`src/rtl/yd_dbus_periph.sv`:
```
// rtl/yd_dbus_periph.sv - Yduck dbus endpoint: data RAM decode plus GPIO/timer/IRQ peripheral window
//
// Optional feature macro: YD_GPIO_IRQ_EN (GPIO rising-edge interrupt, IRQ_STAT[1] / TMR_CTRL[3])
//
// Ports:
//   clk, rst              single clock, synchronous active-high reset
//   d_addr/d_din/d_we     core data bus request
//   d_dout                read data for the address presented in the previous cycle
//   ram_addr/ram_din/ram_we/ram_dout   external synchronous data RAM (1-cycle read)
//   gpio_out/gpio_in      GPIO output register / asynchronous GPIO inputs
//   int_vld/int_rdy       one-cycle interrupt pulse to the core and its accept qualifier
//
// Register window (offset from PERIPH_BASE):
//   0 GPIO_OUT rw | 1 GPIO_IN ro | 2 TMR_CTRL rw [0]EN [1]CLR_ON_MATCH [2]TIE [3]GIE
//   3 TMR_PRE rw  | 4 TMR_CNT rw | 5 TMR_CMP rw  | 6 IRQ_STAT W1C [0]TMR [1]GPIO

module yd_dbus_periph #(
    parameter logic [15:0] PERIPH_BASE = 16'hFF00,
    parameter int          GPIO_W      = 16
) (
    input  logic              clk,
    input  logic              rst,
    input  logic [15:0]       d_addr,
    input  logic [15:0]       d_din,
    input  logic              d_we,
    output logic [15:0]       d_dout,
    output logic [15:0]       ram_addr,
    output logic [15:0]       ram_din,
    output logic              ram_we,
    input  logic [15:0]       ram_dout,
    output logic [GPIO_W-1:0] gpio_out,
    input  logic [GPIO_W-1:0] gpio_in,
    output logic              int_vld,
    input  logic              int_rdy
);

    localparam logic [15:0] OFF_GPIO_OUT = 16'd0;
    localparam logic [15:0] OFF_GPIO_IN  = 16'd1;
    localparam logic [15:0] OFF_TMR_CTRL = 16'd2;
    localparam logic [15:0] OFF_TMR_PRE  = 16'd3;
    localparam logic [15:0] OFF_TMR_CNT  = 16'd4;
    localparam logic [15:0] OFF_TMR_CMP  = 16'd5;
    localparam logic [15:0] OFF_IRQ_STAT = 16'd6;

    // Address decode
    logic        periph_sel;
    logic [15:0] off;
    logic        wr_en;
    logic        wr_gpio, wr_ctrl, wr_pre, wr_cnt, wr_cmp, wr_stat;

    assign periph_sel = (d_addr >= PERIPH_BASE);
    assign off        = d_addr - PERIPH_BASE;
    assign wr_en      = d_we & periph_sel;
    assign wr_gpio    = wr_en && (off == OFF_GPIO_OUT);
    assign wr_ctrl    = wr_en && (off == OFF_TMR_CTRL);
    assign wr_pre     = wr_en && (off == OFF_TMR_PRE);
    assign wr_cnt     = wr_en && (off == OFF_TMR_CNT);
    assign wr_cmp     = wr_en && (off == OFF_TMR_CMP);
    assign wr_stat    = wr_en && (off == OFF_IRQ_STAT);

    // RAM pass-through; peripheral writes never reach the RAM
    assign ram_addr = d_addr;
    assign ram_din  = d_din;
    assign ram_we   = d_we & ~periph_sel;

    // State
    logic [GPIO_W-1:0] gpio_out_r;
    logic [GPIO_W-1:0] gpio_s1, gpio_s2;
    logic [3:0]        tmr_ctrl;
    logic [15:0]       tmr_pre, tmr_cnt, tmr_cmp;
    logic [15:0]       pre_cnt;
    logic [1:0]        irq_stat;
    logic              sent;
    logic              int_vld_r;
    logic              sel_r;
    logic [15:0]       rdata_r;

    // Two-flop synchroniser; left unreset so it tracks the pins through reset
    always_ff @(posedge clk) begin
        gpio_s1 <= gpio_in;
        gpio_s2 <= gpio_s1;
    end

    logic       gpio_set;
    logic [3:0] ctrl_wdata;

`ifdef YD_GPIO_IRQ_EN
    logic [GPIO_W-1:0] gpio_prev;
    logic              edge_armed;

    // edge_armed masks the first cycle after reset, so inputs that are already
    // high when reset releases are absorbed into gpio_prev without firing
    always_ff @(posedge clk) begin
        if (rst) begin
            gpio_prev  <= '0;
            edge_armed <= 1'b0;
        end else begin
            gpio_prev  <= gpio_s2;
            edge_armed <= 1'b1;
        end
    end

    assign gpio_set   = edge_armed & (|(gpio_s2 & ~gpio_prev));
    assign ctrl_wdata = d_din[3:0];
`else
    assign gpio_set   = 1'b0;
    assign ctrl_wdata = {1'b0, d_din[2:0]};
`endif

    // Timer tick/match and interrupt request
    logic tmr_en, tick, match, irq_req;
    logic [1:0] stat_w1c, stat_set;

    assign tmr_en   = tmr_ctrl[0];
    assign tick     = tmr_en && (pre_cnt == tmr_pre);
    assign match    = tick && (tmr_cnt == tmr_cmp);
    assign irq_req  = (irq_stat[0] & tmr_ctrl[2]) | (irq_stat[1] & tmr_ctrl[3]);
    assign stat_w1c = wr_stat ? d_din[1:0] : 2'b00;
    assign stat_set = {gpio_set, match};

    // Read mux, zero-extending the GPIO registers to the bus width
    logic [15:0] gpio_out_ext, gpio_in_ext, rdata_next;

    always_comb begin
        gpio_out_ext              = '0;
        gpio_out_ext[GPIO_W-1:0]  = gpio_out_r;
        gpio_in_ext               = '0;
        gpio_in_ext[GPIO_W-1:0]   = gpio_s2;
        rdata_next                = 16'h0000;
        if (periph_sel) begin
            case (off)
                OFF_GPIO_OUT: rdata_next = gpio_out_ext;
                OFF_GPIO_IN:  rdata_next = gpio_in_ext;
                OFF_TMR_CTRL: rdata_next = {12'h000, tmr_ctrl};
                OFF_TMR_PRE:  rdata_next = tmr_pre;
                OFF_TMR_CNT:  rdata_next = tmr_cnt;
                OFF_TMR_CMP:  rdata_next = tmr_cmp;
                OFF_IRQ_STAT: rdata_next = {14'h0000, irq_stat};
                default:      rdata_next = 16'h0000;
            endcase
        end
    end

    always_ff @(posedge clk) begin
        if (rst) begin
            gpio_out_r <= '0;
            tmr_ctrl   <= 4'h0;
            tmr_pre    <= 16'h0000;
            tmr_cnt    <= 16'h0000;
            tmr_cmp    <= 16'h0000;
            pre_cnt    <= 16'h0000;
            irq_stat   <= 2'b00;
            sent       <= 1'b0;
            int_vld_r  <= 1'b0;
            sel_r      <= 1'b0;
            rdata_r    <= 16'h0000;
        end else begin
            sel_r   <= periph_sel;
            rdata_r <= rdata_next;

            if (wr_gpio) gpio_out_r <= d_din[GPIO_W-1:0];
            if (wr_ctrl) tmr_ctrl   <= ctrl_wdata;
            if (wr_cmp)  tmr_cmp    <= d_din;

            // Reloading the period restarts the prescaler so a shorter period
            // never has to wrap the full 16-bit range first
            if (wr_pre) begin
                tmr_pre <= d_din;
                pre_cnt <= 16'h0000;
            end else if (tmr_en) begin
                pre_cnt <= tick ? 16'h0000 : pre_cnt + 16'h0001;
            end

            // CPU write to the counter overrides the tick update
            if (wr_cnt)
                tmr_cnt <= d_din;
            else if (tick)
                tmr_cnt <= (match && tmr_ctrl[1]) ? 16'h0000 : tmr_cnt + 16'h0001;

            // Hardware set wins over a same-cycle W1C
            irq_stat <= (irq_stat & ~stat_w1c) | stat_set;

            // One pulse per request assertion; re-armed only once req drops
            if (!irq_req)
                sent <= 1'b0;
            else if (int_rdy && !sent)
                sent <= 1'b1;
            int_vld_r <= irq_req & ~sent & int_rdy;
        end
    end

    assign gpio_out = gpio_out_r;
    assign int_vld  = int_vld_r;
    assign d_dout   = sel_r ? rdata_r : ram_dout;

endmodule

```
`config.mk`:
```
export PLATFORM = sky130hd
export DESIGN_NAME = yd_dbus_periph
export DESIGN_NICKNAME = d
export VERILOG_FILES = /design/src/rtl/yd_dbus_periph.sv
export SDC_FILE = /design/constraint.sdc
export NUM_CORES = 1
export LEC_CHECK = 0
export CAP_MARGIN = 25
export CORE_MARGIN = 2
export CORE_UTILIZATION = 35
export CTS_CLUSTER_SIZE = 24
export DETAILED_ROUTE_END_ITERATION = 10
export GPL_TIMING_DRIVEN = 0
export SYNTH_ARGS = -nofsm -noshare
export SYNTH_HDL_FRONTEND = slang
export SYNTH_SLANG_ARGS = --single-unit
```
`constraint.sdc`:
```
create_clock -name clk -period 2.6 [get_ports clk]
set_input_delay 0.78 -clock clk [delete_from_list [all_inputs] [get_ports clk]]
set_output_delay 0.78 -clock clk [all_outputs]
set_load 0.1 [all_outputs]
```
==> parameters.txt <==
Parameter                              Value

CTS
  Clk buf depth ... 2
  Root Driver ... sky130_fd_sc_hd__clkbuf_16
  Clock transition at the register clock pins on the worst setup and hold paths after CTS ... 0.06 ns
  TritonCTS clock tree ... done
  Number of buffers inserted by hold repair at cts ... 0
  Total number of H-tree levels ... 4
  Sinks on Clock Net ... 136
  Clock buffer count from CTS ... 17
  Clock latency at the later pin of the worst-skew pair ... 0.42 ns

Timing
  Shortest period the worst path allows ... 2.58 ns
  Highest clock frequency the design can meet ... 388 MHz
  Headroom to the max-slew limit ... 0.346
  Final-report max-slew violation count ... 0
  Worst slew pin tran ... 0.985 ns
  Final total negative setup slack ... 0 ns
  Hold Fails Final Rpt ... 0
  Period Utilization, post-route ... 0.991
  Clock Skews ... 0.00796 ns
  Setup violation total in the final timing report ... 0

Floorplanning
  Std cell rows ... 48
  Core outline area ... 17100 µm²
  Top-Level Pins ... 134
  Floorplan die height ... 136 µm
  Effective utilization at floorplan ... 0.354
  Die area ... 18400 µm²
  Horizontal extent of the die ... 136 µm

Finish
  Final net count ... 926
  Final std cells w/o fill ... 1094
  Fraction of final layout cells with drive strength greater than 1 ... 0.199
  Final design area excluding fillers ... 8280 µm²
  Post-Route Utilization ... 0.484
  Commonest non-fill, non-tap cell in the layout ... sky130_fd_sc_hd__nand2_1
  Area growth syn-to-layout ... 36.4%
  Most frequent cells in the layout ... sky130_fd_sc_hd__nand2_1, sky130_fd_sc_hd__dfxtp_1, sky130_fd_sc_hd__a21oi_1
  Diode insertion count for antenna repair ... 0

Critical path
  Crit path kind ... primary input to output pin
  Delay contributed by the slowest stage of the critical path ... 0.63 ns
  Crit path max-delay family ... buffers and inverters
  Crit end category ... output pin
  Category of the worst setup path launch point ... primary input
  CP cell instances ... clkdlybuf4s50_1 > buf_4 > buf_6
  Worst-path fanout max ... 5
  Arrival @ worst endpoint ... 1.80 ns
  Cell with the largest stage delay on the worst path ... sky130_fd_sc_hd__clkdlybuf4s50_1
  Required time of the critical path ... 1.82 ns
  Total buffers and inverters traversed by the critical path ... 3

Routing
  DR DRC count ... 0
  Antenna-violating nets left ... 0
  Vias per cell ... 4.97
  Per-cell routed wire length ... 16.7 µm
  Number of optimization iterations in the first detailed-route pass ... 7
  Sum of routed wire length over all layers ... 18300 µm
  1st-iter DRT viols ... 558
  Overall via count from detail_route ... 5441

Worst hold path
  Type of the most critical hold path ... register to register

Placement
  Cell area reported after detailed placement ... 7670 µm²
  Count of input and output buffers ... 131
  Routability congestion estimate from global placement ... 0.858
  Number of cells in the design after placement ... 1060
  Total half-perimeter wirelength after legalization and detailed placement ... 13300 µm

GRT
  Total routing resource utilization after global routing ... 0.203
  Number of antenna violations at the first check in global routing ... 0
  Number of global-route vias before repair ... 5123
  Maximum number of pins on one net before global-route repair ... 17
  Total grt overflow ... 0
  Wire length of the first global-routing pass ... 28200 µm

Yosys
  Number of warnings printed during yosys synthesis ... 0
  Number of nets in the synthesized netlist ... 773
  Leading area contributor after synthesis ... sky130_fd_sc_hd__dfxtp_1
  Post-synthesis register bit count ... 136
  Mapped Avg Cell Area ... 8.63 µm²
  Synthesized cell area ... 6070 µm²
  Dominant cells by area after synthesis ... sky130_fd_sc_hd__dfxtp_1, sky130_fd_sc_hd__nand2_1, sky130_fd_sc_hd__xnor2_1
  Share of async-settable or async-resettable flops after synthesis ... 0
  Commonest register cell after synthesis ... sky130_fd_sc_hd__dfxtp_1
  Distinct cell type count after synthesis ... 47
  Share of the synthesized area in the top cell type ... 0.449
  Number of standard cells after synthesis ... 703
  Post-synth EDFFs ... 0
  Sequential element share of the synthesized area ... 0.449

Power
  Static Leakage ... 3.12 nW
  Max IR drop VDD ... 553 µV
  Combinational share of power ... 0.120
  Clk pwr share ... 0.475
  Switching power ... 0.00139 W
  Part of the power in registers ... 0.405
  Power per cell area ... 632 nW/µm²
  Internal power component ... 0.00384 W
  Switching power share of the total ... 0.266

Flow run
  # Max-Cap Violations ... 0

Outcome
  Outcome ... finished clean
## power by group through the flow
| stage | registers [W] | logic [W] | clock network (W) |
|---|---|---|---|
| 2_1_floorplan | 0.00216 | 0.000415 | 0 |
| 3_3_place_gp | 0.00216 | 0.000651 | 0 |
| 3_5_place_dp | 0.00216 | 0.000650 | 0 |
| 4_1_cts | 0.00212 | 0.000625 | 0.00253 |
| 5_1_grt | 0.00212 | 0.000653 | 0.00262 |
| 6_report | 0.00212 | 0.000629 | 0.00249 |
## Yosys cell counts, types with 5 or more instances
cell type                  count
sky130_fd_sc_hd__nand2_1     146
sky130_fd_sc_hd__dfxtp_1     136
sky130_fd_sc_hd__a21oi_1      55
sky130_fd_sc_hd__nor2_1       49
sky130_fd_sc_hd__xnor2_1      38
sky130_fd_sc_hd__buf_4        32
sky130_fd_sc_hd__clkbuf_1     31
sky130_fd_sc_hd__nand3_1      26
sky130_fd_sc_hd__o21ai_0      21
sky130_fd_sc_hd__mux2i_1      20
sky130_fd_sc_hd__xor2_1       18
sky130_fd_sc_hd__mux2_2       16
sky130_fd_sc_hd__nand4_1      15
sky130_fd_sc_hd__a222oi_1     14
sky130_fd_sc_hd__nor3_1       10
sky130_fd_sc_hd__a31oi_1       8
sky130_fd_sc_hd__buf_2         6
sky130_fd_sc_hd__and2_1        5
sky130_fd_sc_hd__and3_1        5
## logic make-up (layout without fill, tap and decap cells)
| logic type | count (synthesis) | after routing | share of synthesized area |
|---|---|---|---|
| AOI/OAI and AO/OA | 115 | 115 | 0.120 |
| xor gates and xnor gates | 56 | 56 | 0.0808 |
| adders and majority gates | 2 | 2 | 0.00412 |
| buffers and inverters | 78 | 244 | 0.0718 |
| DFF | 136 | 136 | 0.449 |
| muxes | 39 | 39 | 0.0738 |
| and+or+nand+nor | 277 | 277 | 0.201 |
## state kept, by name, summed over array words and instances (netlist names)
register,count
tmr_cnt,16
irq_stat,2
tmr_cmp,16
int_vld,1
tmr_pre,16
rdata_r,16
sel_r,1
sent,1
gpio_in_ext,16
gpio_s1,16
pre_cnt,16
gpio_out,16
tmr_ctrl,3
## final timing paths
| path | start | to | slack [ns] | cells past startpoint |
|---|---|---|---|---|
| setup / recovery | d_din[6] | ram_din[6] | 0.02 | 3 |
| hold / removal | gpio_s1[8]$_DFF_P_ | gpio_in_ext[8]$_DFF_P_ | 0.32 | 0 |
| setup reg to reg | pre_cnt[13]$_SDFFE_PP0P_ | tmr_cnt[2]$_SDFFE_PP0P_ | 0.26 | 8 |
| hold reg to reg | gpio_s1[8]$_DFF_P_ | gpio_in_ext[8]$_DFF_P_ | 0.32 | 0 |
## routing by layer
layer | global-route usage | wire [µm] | part of all wire | vias to the layer above
li1 | - | - | - | 2684
met4 | 0.0613 | 231 | 0.013 | 0
met1 | 0.271 | 8400 | 0.46 | 2570
met2 | 0.322 | 8480 | 0.46 | 170
met5 | 0 | 0 | 0 | -
met3 | 0.0524 | 1150 | 0.063 | 17
## repair_timing
action                                 CTS  global route
setup endpoints to repair              137            68
resized for setup                      298            38
buffers inserted                         5             0
endpoints found under the hold margin    0             0
pin swaps                                4             5
## stage by stage
stage / setup slack (ns) / power [W] / hold WS, ns
2_1_floorplan: 0.111 / 0.00257 / 0.310
3_3_place_gp: -1.10 / 0.00281 / 0.310
3_5_place_dp: -1.11 / 0.00281 / 0.312
4_1_cts: 0.000146 / 0.00527 / 0.326
5_1_grt: -0.00483 / 0.00539 / 0.332
6_report: 0.0240 / 0.00523 / 0.325
## area by class of cell
cell class                      instances  area (µm²)
Inverter                                4        15.0
Tap cell                              225         282
Clock inverter                         13         171
Timing Repair Buffer                  137        1220
Fill cell                            1666        8840
Sequential cell                       136        2720
Buffer                                 71         434
Clock buffer                           19         443
Multi-Input combinational cell        489        2990
Power figures use the tool's default switching activity.
